===== src/rtl/axil_cmd_master.sv =====
// AXI4-Lite single-outstanding master driven by a valid/ready command port.
// Returns one response per command with data, RESP and handshake latency.
module axil_cmd_master #(
  parameter int C_M_AXI_ADDR_WIDTH = 40,
  parameter int C_M_AXI_DATA_WIDTH = 32,
  parameter int LAT_WIDTH          = 16
) (
  input  logic                            M_AXI_ACLK,
  input  logic                            M_AXI_ARESETN,
  input  logic                            cmd_valid,
  output logic                            cmd_ready,
  input  logic                            cmd_write,
  input  logic [C_M_AXI_ADDR_WIDTH-1:0]   cmd_addr,
  input  logic [C_M_AXI_DATA_WIDTH-1:0]   cmd_wdata,
  input  logic [C_M_AXI_DATA_WIDTH/8-1:0] cmd_wstrb,
  output logic                            rsp_valid,
  input  logic                            rsp_ready,
  output logic                            rsp_write,
  output logic [C_M_AXI_DATA_WIDTH-1:0]   rsp_rdata,
  output logic [1:0]                      rsp_resp,
  output logic [LAT_WIDTH-1:0]            rsp_cycles,
  output logic [7:0]                      err_count,
  output logic [C_M_AXI_ADDR_WIDTH-1:0]   M_AXI_AWADDR,
  output logic [2:0]                      M_AXI_AWPROT,
  output logic                            M_AXI_AWVALID,
  input  logic                            M_AXI_AWREADY,
  output logic [C_M_AXI_DATA_WIDTH-1:0]   M_AXI_WDATA,
  output logic [C_M_AXI_DATA_WIDTH/8-1:0] M_AXI_WSTRB,
  output logic                            M_AXI_WVALID,
  input  logic                            M_AXI_WREADY,
  input  logic [1:0]                      M_AXI_BRESP,
  input  logic                            M_AXI_BVALID,
  output logic                            M_AXI_BREADY,
  output logic [C_M_AXI_ADDR_WIDTH-1:0]   M_AXI_ARADDR,
  output logic [2:0]                      M_AXI_ARPROT,
  output logic                            M_AXI_ARVALID,
  input  logic                            M_AXI_ARREADY,
  input  logic [C_M_AXI_DATA_WIDTH-1:0]   M_AXI_RDATA,
  input  logic [1:0]                      M_AXI_RRESP,
  input  logic                            M_AXI_RVALID,
  output logic                            M_AXI_RREADY
);

  localparam int AW = C_M_AXI_ADDR_WIDTH;
  localparam int DW = C_M_AXI_DATA_WIDTH;
  localparam int SW = C_M_AXI_DATA_WIDTH / 8;

  typedef enum logic [2:0] {
    IDLE, WR, WB, RA, RD, RSP
  } state_e;

  state_e              state_q, state_d;
  logic                cmd_ready_q, cmd_ready_d;
  logic                awvalid_q, awvalid_d;
  logic                wvalid_q, wvalid_d;
  logic                bready_q, bready_d;
  logic                arvalid_q, arvalid_d;
  logic                rready_q, rready_d;
  logic [AW-1:0]       addr_q, addr_d;
  logic [DW-1:0]       wdata_q, wdata_d;
  logic [SW-1:0]       wstrb_q, wstrb_d;
  logic [LAT_WIDTH-1:0] cnt_q, cnt_d, cnt_inc;
  logic                rsp_valid_q, rsp_valid_d;
  logic                rsp_write_q, rsp_write_d;
  logic [DW-1:0]       rsp_rdata_q, rsp_rdata_d;
  logic [1:0]          rsp_resp_q, rsp_resp_d;
  logic [LAT_WIDTH-1:0] rsp_cycles_q, rsp_cycles_d;
  logic [7:0]          err_count_q, err_count_d, err_inc;
  logic                aw_fin, w_fin;

  always_comb begin
    state_d      = state_q;
    cmd_ready_d  = cmd_ready_q;
    awvalid_d    = awvalid_q;
    wvalid_d     = wvalid_q;
    bready_d     = bready_q;
    arvalid_d    = arvalid_q;
    rready_d     = rready_q;
    addr_d       = addr_q;
    wdata_d      = wdata_q;
    wstrb_d      = wstrb_q;
    cnt_d        = cnt_q;
    rsp_valid_d  = rsp_valid_q;
    rsp_write_d  = rsp_write_q;
    rsp_rdata_d  = rsp_rdata_q;
    rsp_resp_d   = rsp_resp_q;
    rsp_cycles_d = rsp_cycles_q;
    err_count_d  = err_count_q;

    cnt_inc = (cnt_q == '1) ? cnt_q : cnt_q + LAT_WIDTH'(1);
    err_inc = (err_count_q == 8'hFF) ? err_count_q : err_count_q + 8'd1;
    aw_fin  = !awvalid_q || M_AXI_AWREADY;
    w_fin   = !wvalid_q || M_AXI_WREADY;

    unique case (state_q)
      IDLE: begin
        cmd_ready_d = 1'b1;
        if (cmd_valid && cmd_ready_q) begin
          cmd_ready_d = 1'b0;
          addr_d      = cmd_addr & ~AW'(3);
          wdata_d     = cmd_wdata;
          wstrb_d     = cmd_wstrb;
          rsp_write_d = cmd_write;
          cnt_d       = '0;
          if (cmd_write) begin
            awvalid_d = 1'b1;
            wvalid_d  = 1'b1;
            bready_d  = 1'b1;
            state_d   = WR;
          end else begin
            arvalid_d = 1'b1;
            state_d   = RA;
          end
        end
      end
      WR: begin
        cnt_d = cnt_inc;
        if (M_AXI_AWREADY) awvalid_d = 1'b0;
        if (M_AXI_WREADY)  wvalid_d  = 1'b0;
        // B is only taken once both address and data have left
        if (aw_fin && w_fin) state_d = WB;
      end
      WB: begin
        cnt_d = cnt_inc;
        if (M_AXI_BVALID) begin
          bready_d     = 1'b0;
          rsp_valid_d  = 1'b1;
          rsp_rdata_d  = '0;
          rsp_resp_d   = M_AXI_BRESP;
          rsp_cycles_d = cnt_inc;
          if (M_AXI_BRESP != 2'b00) err_count_d = err_inc;
          state_d      = RSP;
        end
      end
      RA: begin
        cnt_d = cnt_inc;
        if (M_AXI_ARREADY) begin
          arvalid_d = 1'b0;
          rready_d  = 1'b1;
          state_d   = RD;
        end
      end
      RD: begin
        cnt_d = cnt_inc;
        if (M_AXI_RVALID) begin
          rready_d     = 1'b0;
          rsp_valid_d  = 1'b1;
          rsp_rdata_d  = M_AXI_RDATA;
          rsp_resp_d   = M_AXI_RRESP;
          rsp_cycles_d = cnt_inc;
          if (M_AXI_RRESP != 2'b00) err_count_d = err_inc;
          state_d      = RSP;
        end
      end
      RSP: begin
        if (rsp_ready) begin
          rsp_valid_d = 1'b0;
          cmd_ready_d = 1'b1;
          state_d     = IDLE;
        end
      end
      default: state_d = IDLE;
    endcase
  end

  always_ff @(posedge M_AXI_ACLK or negedge M_AXI_ARESETN) begin
    if (!M_AXI_ARESETN) begin
      state_q      <= IDLE;
      cmd_ready_q  <= 1'b0;
      awvalid_q    <= 1'b0;
      wvalid_q     <= 1'b0;
      bready_q     <= 1'b0;
      arvalid_q    <= 1'b0;
      rready_q     <= 1'b0;
      addr_q       <= '0;
      wdata_q      <= '0;
      wstrb_q      <= '0;
      cnt_q        <= '0;
      rsp_valid_q  <= 1'b0;
      rsp_write_q  <= 1'b0;
      rsp_rdata_q  <= '0;
      rsp_resp_q   <= '0;
      rsp_cycles_q <= '0;
      err_count_q  <= '0;
    end else begin
      state_q      <= state_d;
      cmd_ready_q  <= cmd_ready_d;
      awvalid_q    <= awvalid_d;
      wvalid_q     <= wvalid_d;
      bready_q     <= bready_d;
      arvalid_q    <= arvalid_d;
      rready_q     <= rready_d;
      addr_q       <= addr_d;
      wdata_q      <= wdata_d;
      wstrb_q      <= wstrb_d;
      cnt_q        <= cnt_d;
      rsp_valid_q  <= rsp_valid_d;
      rsp_write_q  <= rsp_write_d;
      rsp_rdata_q  <= rsp_rdata_d;
      rsp_resp_q   <= rsp_resp_d;
      rsp_cycles_q <= rsp_cycles_d;
      err_count_q  <= err_count_d;
    end
  end

  assign cmd_ready     = cmd_ready_q;
  assign rsp_valid     = rsp_valid_q;
  assign rsp_write     = rsp_write_q;
  assign rsp_rdata     = rsp_rdata_q;
  assign rsp_resp      = rsp_resp_q;
  assign rsp_cycles    = rsp_cycles_q;
  assign err_count     = err_count_q;
  assign M_AXI_AWADDR  = addr_q;
  assign M_AXI_AWPROT  = 3'b000;
  assign M_AXI_AWVALID = awvalid_q;
  assign M_AXI_WDATA   = wdata_q;
  assign M_AXI_WSTRB   = wstrb_q;
  assign M_AXI_WVALID  = wvalid_q;
  assign M_AXI_BREADY  = bready_q;
  assign M_AXI_ARADDR  = addr_q;
  assign M_AXI_ARPROT  = 3'b000;
  assign M_AXI_ARVALID = arvalid_q;
  assign M_AXI_RREADY  = rready_q;

endmodule


===== config.mk =====
export PLATFORM = sky130hd
export DESIGN_NAME = axil_cmd_master
export DESIGN_NICKNAME = d
export VERILOG_FILES = /design/src/rtl/axil_cmd_master.sv
export SDC_FILE = /design/constraint.sdc
export NUM_CORES = 1
export LEC_CHECK = 0
export ABC_AREA = 1
export CAP_MARGIN = 40
export CORE_ASPECT_RATIO = 2
export CORE_MARGIN = 1.5
export CORE_UTILIZATION = 46
export CTS_CLUSTER_DIAMETER = 40
export DETAILED_ROUTE_END_ITERATION = 6
export HOLD_SLACK_MARGIN = 0.12
export PLACE_DENSITY = 0.86
export SLEW_MARGIN = 10
export SYNTH_ARGS = -nofsm -noshare
export SYNTH_HDL_FRONTEND = slang
export SYNTH_SLANG_ARGS = --single-unit

===== constraint.sdc =====
create_clock -name M_AXI_ACLK -period 4.8 [get_ports M_AXI_ACLK]
set_clock_uncertainty 0.2 [all_clocks]
set_input_delay 0.72 -clock M_AXI_ACLK [delete_from_list [all_inputs] [get_ports M_AXI_ACLK]]
set_output_delay 0.72 -clock M_AXI_ACLK [all_outputs]
set_load 0.02 [all_outputs]

==> flow_metrics.py <==
metrics = {
    "critical_path": {
        "r2r_start": "state_q[0]$_DFFE_PN0P_",
        "crit_start": "state_q[0]$_DFFE_PN0P_",
        "crit_end": "rsp_rdata[5]$_DFFE_PN0P_",
        "cp_max_fo": 49,
        "cp.required_ps": 4910,
        "ff2ff_setup_slack_ps": 2270,
        "cpMaxStageDelayCell": "inv_2",
        "crit_path_cell_trace": "nor2_2, nand2_2, inv_2, nand2_1, nand2_2, nor2_4, buf_4, nand3_1, nand2_1",
        "r2r-end": "rsp_rdata[5]$_DFFE_PN0P_",
        "worstSetupEndpointType": "flop",
        "cp-start-kind": "flop",
        "worst_path_largest_cell_delay_ps": 470,
        "reg2reg_depth": 9,
        "cp.arrival_ps": 2640,
        "critical_path_class": "reg2reg",
    },
    "power_and_ir_drop": {
        "power.leakage_nw": 5.35,
        "share_seq_of_total_power_pct": 31.2,
        "p_int_w": 0.00442,
        "switching_share_pct": 42.4,
        "combPwrFrac_pct": 49.9,
        "p_clk_share_pct": 18.8,
        "ir_worst_vdd_mv": 0.499,
        "p_switching_w": 0.00326,
        "powerDensity_nw_per_um2": 718,
    },
    "timing": {
        "tightest_slew_ps": 809,
        "fin_ws_ps": 2270,
        "drv_slew": 0,
        "max_freq_ghz": 0.395,
        "rsz0062_at_grt": "false",
        "setup_violations": 0,
        "fin_crit_sh_pct": 52.7,
        "finalWorstPathRequiredPeriod_ps": 2530,
        "slew-limit-headroom_pct": 46.0,
        "tns_ps": 0,
        "hold_violations": 0,
    },
    "die": {
        "chipHeight_um": 181,
        "io_pins": 310,
        "initial_core_util_pct": 47.2,
        "die_w_um": 91.8,
        "coreArea_sq_um": 15400,
        "dieArea_sq_um": 16600,
        "num_rows": 64,
    },
    "synthesis": {
        "yosys-top-cells-area": "dfrtp_1, nand2_1, buf_4",
        "ys.warnings.count": 0,
        "synth.distinct_cells": 27,
        "synth_seq_cells": 159,
        "ys_seq_area_share_pct": 54.8,
        "netlist_area_sq_um": 7260,
        "syn_inst": 899,
        "synth.top_cell.area_share_pct": 54.8,
        "syn_area_per_cell_sq_um": 8.08,
        "yosys.area.top_type": "dfrtp_1",
    },
    "placement": {
        "pre_cts_ws_ps": 1890,
        "dp_hpwl_mm": 15.4,
        "place.gp.congestion": 0.889,
        "io_buffers": 297,
    },
    "global_route": {
        "grtUsageMet1_pct": 27.1,
        "grt_pass1_vias": 6789,
        "grt_use_met2_pct": 47.8,
        "use_met3_pct": 8.69,
        "grt_overflow": 0,
        "antenna_found_initial": 0,
        "grt.busiest_layer": "met2",
        "grt_start_max_net_pins": 89,
        "grt_pass1_wl_mm": 34.2,
        "track_usage_pct": 26.4,
    },
    "final_layout": {
        "final_core_util_pct": 69.6,
        "layout_commonest_cell": "nand2_1",
        "mostFrequentLayoutCells": "nand2_1, clkdlybuf4s50_1, dfrtp_1",
        "antenna_cells": 0,
        "nets": 1274,
        "area_growth_pct": 47.3,
        "drive_above_1_share_pct": 5.07,
    },
    "clock_network": {
        "clock-root-buffer": "clkbuf_16",
        "cts.sinks": 159,
        "cts_buffer_depth": 2,
        "cts_setup_buffers": 0,
        "cts_resized": 0,
        "htree_levels": 4,
        "ctsHoldBuffers": 0,
        "clock_latency_ps": 420,
        "clk_pin_slew_ps": 70,
        "cts_buffers": 17,
        "cts_tree": "built",
    },
    "detailed_routing": {
        "drtIter0Drc": 270,
        "dr.pass1.iters": 5,
        "routed_wirelength_mm": 21.2,
        "vias": 6623,
        "drc_errors": 0,
        "wl_per_cell_um": 15.5,
        "via_per_inst": 4.87,
        "final_antenna_net_count": 0,
    },
    "run_status": {
        "status": "completed",
    },
    "flow_run": {
        "max_cap_violations": 0,
    },
    "worst_hold_path": {
        "hold_path_class": "in2async",
    },
}
-- sequential cells by signal, summed over array words and instances, names as in the netlist, 2 cells and up --
name and cells:
M_AXI_ARADDR 38, M_AXI_WDATA 32, rsp_rdata 32, cnt_q 16, rsp_cycles 16, err_count 8
M_AXI_WSTRB 4, state_q 3, rsp_resp 2
-- cells in the mapped netlist --
cell and count:
nand2_1 471, dfrtp_1 159, nand3_1 61, buf_4 54
nor2_1 31, inv_1 30, o21ai_0 18, buf_2 17
clkbuf_1 8, inv_2 8, nand4_1 8, xor2_1 6
nor2_4 4, xnor2_1 4, a21oi_1 3, ha_1 2
nand2_2 2, nand3b_1 2, nor2_2 2, nor3_1 2
buf_6 1, conb_1 1, nand3_2 1, nand3_4 1
o21ba_2 1, o22ai_1 1, or2_2 1
-- power groups by stage --
stage	combinational, W	sequential, W	clock [W]
after floorplan	0.00161	0.00297	0
after global placement	0.00374	0.00239	0
after detailed placement	0.00385	0.00241	0
after CTS	0.00387	0.00240	0.00148
after global routing	0.00414	0.00248	0.00154
final	0.00383	0.00240	0.00145
-- metal layers --
metal  wire, um  share of wire [%]  vias to the layer above
li1           -                  -                     3211
met1       7450                 35                     3063
met2      11100                 53                      297
met3       1750                8.3                       52
met4        817                3.9                        0
met5          0                  0                        -
-- worst max-delay path, delay by kind of cell (launching register included) --
kind / cells / cell delay (ps)
and+or+nand+nor: 7 / 960
buffers and inverters: 2 / 760
DFF: 1 / 460
-- cell families after synthesis --
family	count (synthesis)	share of synthesized area [%]
AO/OA/AOI/OAI	23	1.67
XOR/XNOR	10	1.21
adder cells (fa/ha/maj)	2	0.345
buffers and inverters	118	9.29
flip-flops	159	54.8
other	1	0.0517
AND/OR/NAND/NOR	586	32.6
-- worst min-delay path by stage --
stage | start | endpoint | slack, ps | cells past startpoint
CTS | M_AXI_ARESETN | err_count[0]$_DFFE_PN0P_ | 170 | 1
finish | M_AXI_ARESETN | err_count[0]$_DFFE_PN0P_ | 130 | 1
detailed placement | M_AXI_WDATA[7]$_DFFE_PN0P_ | M_AXI_WDATA[7]$_DFFE_PN0P_ | 260 | 2
global route | M_AXI_ARESETN | err_count[2]$_DFFE_PN0P_ | 220 | 1
floorplan | M_AXI_ARESETN | M_AXI_ARADDR[10]$_DFFE_PN0P_ | 220 | 0
global placement | M_AXI_WDATA[28]$_DFFE_PN0P_ | M_AXI_WDATA[28]$_DFFE_PN0P_ | 250 | 2
-- layout make-up --
class / instances / area (sq um)
fill: 1154 / 4680
sequential: 159 / 3980
timing repair buffer: 303 / 3040
multi-input combinational: 631 / 2640
clock buffer: 18 / 439
tap: 198 / 248
clock inverter: 14 / 204
inverter: 38 / 143
-- through the flow --
| step | instances | cell area, sq um | hold slack (ps) | power [W] |
|---|---|---|---|---|
| floorplan | 908 | 7290 | 224 | 0.00458 |
| global placement | 1328 | 10000 | 254 | 0.00613 |
| detailed placement | 1329 | 10100 | 258 | 0.00626 |
| CTS | 1361 | 10700 | 172 | 0.00775 |
| global route | 1361 | 10700 | 218 | 0.00815 |
| finish | 1361 | 10700 | 127 | 0.00768 |
Power figures use the tool's default switching activity.
